--- src/rtl/dvp_frame_capture.sv ---
// OV7670 DVP frame receiver: synchronises camera pins into i_clk, assembles
// 2-byte pixels and emits BRAM write strobes with (h,v) addresses.
module dvp_frame_capture #(
   parameter int unsigned DATA_WIDTH  = 8,
   parameter int unsigned H_WIDTH     = 320,
   parameter int unsigned V_WIDTH     = 240,
   parameter int unsigned SYNC_STAGES = 3
) (
   input  logic                          i_clk,
   input  logic                          i_n_reset,
   input  logic [1:0]                    i_mode,
   input  logic                          i_continuous,
   input  logic                          i_start_capture,
   input  logic                          i_abort,
   input  logic                          i_PCLK,
   input  logic                          i_VS,
   input  logic                          i_HS,
   input  logic [DATA_WIDTH-1:0]         i_DATA,
   output logic [2*DATA_WIDTH-1:0]       o_pixel_data,
   output logic [$clog2(H_WIDTH)-1:0]    o_h_addr,
   output logic [$clog2(V_WIDTH)-1:0]    o_v_addr,
   output logic                          o_valid,
   output logic                          o_frame_done,
   output logic                          o_line_err,
   output logic                          o_busy,
   output logic [3:0]                    o_state
);

   localparam int unsigned HAW = $clog2(H_WIDTH);
   localparam int unsigned VAW = $clog2(V_WIDTH);
   localparam int unsigned HCW = $clog2(H_WIDTH + 1);
   localparam int unsigned VCW = $clog2(V_WIDTH + 1);
   localparam logic [HCW-1:0] H_MAX = HCW'(H_WIDTH);
   localparam logic [VCW-1:0] V_MAX = VCW'(V_WIDTH);

   // IDLE is all-zero so the debug state reads 0 out of reset
   typedef enum logic [3:0] {
      S_IDLE       = 4'b0000,
      S_WAIT_VS_HI = 4'b0001,
      S_WAIT_VS_LO = 4'b0010,
      S_ACTIVE     = 4'b0100,
      S_DONE       = 4'b1000
   } state_t;

   state_t r_state;
   state_t w_next_state;

   logic [SYNC_STAGES-1:0]                 r_pclk_sync;
   logic [SYNC_STAGES-1:0]                 r_vs_sync;
   logic [SYNC_STAGES-1:0]                 r_hs_sync;
   logic [SYNC_STAGES-1:0][DATA_WIDTH-1:0] r_data_sync;
   logic                                   r_pclk_d;
   logic                                   r_vs_s;
   logic                                   r_hs_s;
   logic [1:0]                             r_mode;
   logic                                   r_phase;
   logic [DATA_WIDTH-1:0]                  r_byte0;
   logic [HCW-1:0]                         r_h;
   logic [VCW-1:0]                         r_v;

   logic                                   w_pclk_rise;
   logic                                   w_vs;
   logic                                   w_hs;
   logic [DATA_WIDTH-1:0]                  w_data;
   logic                                   w_vs_rise;
   logic                                   w_hs_fall;
   logic [2*DATA_WIDTH-1:0]                w_pixel;

   always_ff @(posedge i_clk or negedge i_n_reset) begin
      if (!i_n_reset) begin
         r_pclk_sync <= '0;
         r_vs_sync   <= '0;
         r_hs_sync   <= '0;
         r_data_sync <= '0;
         r_pclk_d    <= 1'b0;
      end else begin
         r_pclk_sync <= {r_pclk_sync[SYNC_STAGES-2:0], i_PCLK};
         r_vs_sync   <= {r_vs_sync[SYNC_STAGES-2:0], i_VS};
         r_hs_sync   <= {r_hs_sync[SYNC_STAGES-2:0], i_HS};
         r_data_sync <= {r_data_sync[SYNC_STAGES-2:0], i_DATA};
         r_pclk_d    <= r_pclk_sync[SYNC_STAGES-1];
      end
   end

   assign w_pclk_rise = r_pclk_sync[SYNC_STAGES-1] & ~r_pclk_d;
   assign w_vs        = r_vs_sync[SYNC_STAGES-1];
   assign w_hs        = r_hs_sync[SYNC_STAGES-1];
   assign w_data      = r_data_sync[SYNC_STAGES-1];
   assign w_vs_rise   = w_pclk_rise & w_vs & ~r_vs_s;
   assign w_hs_fall   = w_pclk_rise & ~w_hs & r_hs_s;

   always_comb begin
      w_pixel = {r_byte0, w_data};
      case (r_mode)
         2'b01:   w_pixel = {1'b0, r_byte0[DATA_WIDTH-2:0], w_data};
         2'b10:   w_pixel = {{(DATA_WIDTH/2){1'b0}}, r_byte0[DATA_WIDTH/2-1:0], w_data};
         default: w_pixel = {r_byte0, w_data};
      endcase
   end

   always_ff @(posedge i_clk or negedge i_n_reset) begin
      if (!i_n_reset) r_state <= S_IDLE;
      else            r_state <= w_next_state;
   end

   always_comb begin
      w_next_state = r_state;
      case (r_state)
         S_IDLE:       if (i_start_capture)      w_next_state = S_WAIT_VS_HI;
         S_WAIT_VS_HI: if (w_pclk_rise && w_vs)  w_next_state = S_WAIT_VS_LO;
         S_WAIT_VS_LO: if (w_pclk_rise && !w_vs) w_next_state = S_ACTIVE;
         S_ACTIVE:     if (w_vs_rise)            w_next_state = S_DONE;
         S_DONE:       w_next_state = i_continuous ? S_WAIT_VS_HI : S_IDLE;
         default:      w_next_state = S_IDLE;
      endcase
      if (i_abort) w_next_state = S_IDLE;
   end

   always_ff @(posedge i_clk or negedge i_n_reset) begin
      if (!i_n_reset) begin
         r_vs_s       <= 1'b0;
         r_hs_s       <= 1'b0;
         r_mode       <= 2'b00;
         r_phase      <= 1'b0;
         r_byte0      <= '0;
         r_h          <= '0;
         r_v          <= '0;
         o_pixel_data <= '0;
         o_h_addr     <= '0;
         o_v_addr     <= '0;
         o_valid      <= 1'b0;
         o_frame_done <= 1'b0;
         o_line_err   <= 1'b0;
      end else begin
         o_valid      <= 1'b0;
         o_line_err   <= 1'b0;
         o_frame_done <= (w_next_state == S_DONE);
         if (w_pclk_rise) begin
            r_vs_s <= w_vs;
            r_hs_s <= w_hs;
         end
         if (r_state == S_IDLE && i_start_capture && !i_abort) r_mode <= i_mode;

         if (r_state != S_ACTIVE || i_abort) begin
            r_h     <= '0;
            r_v     <= '0;
            r_phase <= 1'b0;
         end else if (w_pclk_rise) begin
            // line-length check runs before a coincident VS rise clears the counters
            if (w_hs_fall && r_h != H_MAX && r_v < V_MAX) o_line_err <= 1'b1;
            if (w_vs_rise) begin
               r_h     <= '0;
               r_v     <= '0;
               r_phase <= 1'b0;
            end else if (w_hs_fall) begin
               r_phase <= 1'b0;
               r_h     <= '0;
               if (r_v < V_MAX) r_v <= r_v + 1'b1;
            end else if (w_hs) begin
               if (!r_phase) begin
                  r_byte0 <= w_data;
                  r_phase <= 1'b1;
               end else begin
                  r_phase <= 1'b0;
                  if (r_h < H_MAX) begin
                     r_h <= r_h + 1'b1;
                     if (r_v < V_MAX) begin
                        o_valid      <= 1'b1;
                        o_pixel_data <= w_pixel;
                        o_h_addr     <= r_h[HAW-1:0];
                        o_v_addr     <= r_v[VAW-1:0];
                     end
                  end
               end
            end
         end
      end
   end

   assign o_busy  = (r_state != S_IDLE);
   assign o_state = r_state;

endmodule

--- config.mk ---
export PLATFORM = sky130hd
export DESIGN_NAME = dvp_frame_capture
export DESIGN_NICKNAME = d
export VERILOG_FILES = /design/src/rtl/dvp_frame_capture.sv
export SDC_FILE = /design/constraint.sdc
export NUM_CORES = 1
export LEC_CHECK = 0
export ABC_AREA = 0
export BUFFER_PORTS_ARGS = -buffer_cell sky130_fd_sc_hd__buf_2
export CAP_MARGIN = 30
export CORE_MARGIN = 2
export CORE_UTILIZATION = 50
export DETAILED_ROUTE_END_ITERATION = 8
export PLACE_DENSITY = 0.73
export REMOVE_ABC_BUFFERS = 1
export SLEW_MARGIN = 20
export SYNTH_ARGS = -nofsm -noshare
export SYNTH_HDL_FRONTEND = slang
export SYNTH_SLANG_ARGS = --single-unit
export TNS_END_PERCENT = 20
--- constraint.sdc ---
create_clock -name i_clk -period 1.9 [get_ports i_clk]
set_input_delay 0.19 -clock i_clk [delete_from_list [all_inputs] [get_ports i_clk]]
set_output_delay 0.19 -clock i_clk [all_outputs]
set_load 0.02 [all_outputs]
==> flow_summary.toml <==
[global_routing]
antenna_found_initial = 0
grtUsageMet1_pct = 24.0
grt_usage_pct = 18.2
use_met3_pct = 5.40
overflow = 0
top_usage_layer = "met2"
grt_pass1_vias = 2494
grt_max_degree = 65
grt.met2_usage_pct = 29.5
grt_first_pass_wirelength_microns = 12100

[sta]
slew_violations = 0
finalSetupTns_ns = 0
fin_crit_sh_pct = 95.9
slew_headroom_pct = 61.9
whs_ns = 0.0524
fin_worst_skew_ns = 0.0105
min_period_ns = 1.82
worstMarginPinSlew_ns = 0.568
max_freq_ghz = 0.549
setup_violations = 0
hold_violations = 0
rsz0062_at_grt = "yes"

[final_layout]
nFillCells = 623
diodes = 0
nNetsFinal = 400
drive_gt1_share_pct = 31.9
area_delta_synth_final_pct = 21.9
instances_no_fill = 485

[route]
drc = 0
firstDrtPassIters = 4
wl_per_cell_microns = 14.6
vias = 2489
antenna_left = 0
drt_wl_total_microns = 7090
viasPerCell = 5.13
drtIter0Drc = 99

[clock_network]
clock_tree.root_cell = "clkbuf_8"
cts_tree = "yes"
insertion_delay_ns = 0.37
cts.path.max_buffers = 2
clk_pin_slew_ns = 0.10
htree_levels = 3
cts_buffers = 9
clock-sinks = 104

[logic_synthesis]
avgSynthCellArea_sq_um = 13.8
yosysWarnings = 0
seq_area_frac_synth_pct = 65.6
syn_inst = 287
ys_ff_latch = 104
synth_cell_type_count = 43
syn-cell-area_sq_um = 3970

[min_path]
min_delay_path_depth = 2
min_from = "i_mode[1]"
hold_path_class = "in -> reg"
min_to = "r_mode[1]"

[worst_setup_path]
crit_chain = "buf_4 > or3_1 > nor3_2 > buf_4 > or4_1 > a21oi_1"
worst-setup-path-type = "reg -> reg"
crit_family = "simple AND/OR/NAND/NOR gates"
ff2ff_setup_slack_ns = 0.08
reg2reg_depth = 6
cpPeakStageDelay_ns = 0.50
r2r_end = "r_h[8]"
endpoint_kind = "register"
reg2reg_from = "o_state[3]"
crit_arrival_ns = 2.11
worstPathRequired_ns = 2.19
cp_slowest_cell = "or4_1"
worstPathMaxFanout = 11
path_buf_inv = 2
critPathLaunchType = "register"
cpMostUsedCell = "buf_4"

[pwr]
ir_drop_v = 0.000734
p_per_area_nw_per_um2 = 785
leakagePower_nw = 2.37
power_mw = 3.79

[placed_design]
hpwl_microns = 4920
port_buffers = 58
placed_cells = 457
finalWeightedCongestion = 0.776

[run_status]
status = "complete, no violations"

[floorplanning]
row_count = 32
start_util_pct = 51.6
die_h_microns = 93.1
die_w_microns = 93.1
io_pins = 59
core_sq_um = 7690
die_area_sq_um = 8660

[flow_run]
max_cap_violations = 0
## cell type report
cell class | instances | area, sq um | area share (%)
multi-input cells | 165 | 1280 | 26.6
clock inverters | 6 | 52.6 | 1.09
well taps | 102 | 128 | 2.64
inverters | 10 | 37.5 | 0.777
repair buffers | 88 | 589 | 12.2
clock buffers | 10 | 138 | 2.85
flip-flops and latches | 104 | 2600 | 53.9
## cells by family (layout without fill, tap and decap cells)
logic type / Yosys count / after routing / synth area share, %
adders and majority gates: 4 / 4 / 1.26
buffers and inverters: 18 / 114 / 2.30
DFF: 104 / 104 / 65.6
xor gates and xnor gates: 6 / 6 / 1.33
AOI/OAI and AO/OA: 34 / 34 / 5.02
and+or+nand+nor: 77 / 77 / 11.9
muxes: 44 / 44 / 12.5
## flip-flops by register name (all words and copies together), names as in the netlist, 2 cells and up
signal	cells
o_state	4
w_data	8
o_v_addr	8
r_v	8
r_mode	2
r_h	9
o_pixel_data	16
r_hs_sync	3
r_data_sync	16
o_h_addr	9
r_pclk_sync	3
r_byte0	8
r_vs_sync	3
## cell usage in the layout, fill, tap and decap left out, types with 2 or more instances in the layout
cell type	n
clkbuf_8	10
o21ai_0	9
inv_1	10
mux2_1	20
ha_1	4
mux2_2	17
mux2i_1	5
nand2b_1	6
o31ai_1	6
dfrtp_1	104
nor2_1	11
nand3_1	7
o21ai_1	2
mux2_4	2
nand4_1	6
clkinvlp_4	2
buf_12	3
nor4_1	4
clkinv_4	2
nand2_1	13
xor2_1	6
buf_4	15
and3_1	4
dlygate4sd3_1	12
nor3_2	2
or4_1	7
buf_2	57
a21oi_1	13
and2_1	2
## where the power goes
part	total [mW]	switching, mW	internal (mW)
Sequential	2.30	0.0292	2.27
Clock	1.29	0.762	0.530
Combinational	0.206	0.110	0.0952
## repair_timing
item	in CTS	in global routing
buffers inserted	0	0
hold buffers	12	0
hold endpoints to repair	115	0
resized for setup	0	4
endpoints found under the setup margin	0	26
## worst max-delay path by stage
stage	cells past startpoint	slack [ns]	endpoint	startpoint
6_report	6	0.08	r_h[8]	o_state[3]
5_1_grt	5	-0.03	r_v[7]	o_state[0]
4_1_cts	5	0.007	o_h_addr[7]	o_state[0]
3_5_place_dp	5	0.02	o_pixel_data[9]	o_state[0]
3_3_place_gp	5	0.09	o_h_addr[4]	r_pclk_d
2_1_floorplan	4	-0.57	o_h_addr[4]	o_state[1]
## synthesized netlist by cell type
cell	number	area (sq um)
nand2b_1	6	37.5
nand2_1	14	52.6
a21oi_1	13	65.1
xor2_1	6	52.6
nor3b_1	1	7.51
nor4b_1	1	8.76
dfrtp_1	104	2600
nand4_2	1	12.5
o21ba_2	1	10.0
nor3b_4	1	18.8
and2b_1	1	7.51
o21ai_1	2	10.0
mux2_4	2	30.0
mux2i_1	5	50.1
nor3_1	1	5.00
nor4_1	4	25.0
mux2_1	20	225
nand4b_1	1	8.76
clkbuf_1	4	15.0
o2111ai_1	1	8.76
nor2_1	11	41.3
or4_4	1	11.3
mux2_2	17	191
and2b_2	1	8.76
a21o_1	1	7.51
nor3_2	2	20.0
nand3_2	1	10.0
o21bai_1	1	7.51
o21ai_0	9	45.0
or3b_4	1	11.3
buf_6	3	33.8
buf_2	1	5.00
and2_1	2	12.5
or2b_1	1	7.51
nand4_1	6	37.5
nor4bb_1	1	10.0
nand3_1	7	35.0
or3_1	1	6.26
ha_1	4	50.1
and3_1	4	25.0
inv_1	10	37.5
o31ai_1	6	45.0
or4_1	7	52.6
## per-stage QoR
| stage | setup WS [ns] | area (sq um) | utilization [%] |
|---|---|---|---|
| detailed placement | 0.0188 | 4500 | 58.6 |
| global route | -0.0317 | 4830 | 62.9 |
| floorplan | -0.573 | 3910 | - |
| CTS | 0.00677 | 4810 | 62.6 |
| global placement | 0.0893 | 4500 | 58.6 |
| finish | 0.0772 | 4830 | 62.9 |
## layer usage
metal / wire length [microns] / up-vias
met5: 0 / -
met4: 99 / 0
met3: 273 / 9
met2: 3550 / 44
met1: 3170 / 1236
li1: - / 1200
No activity file was read; power rests on OpenSTA's default activity.
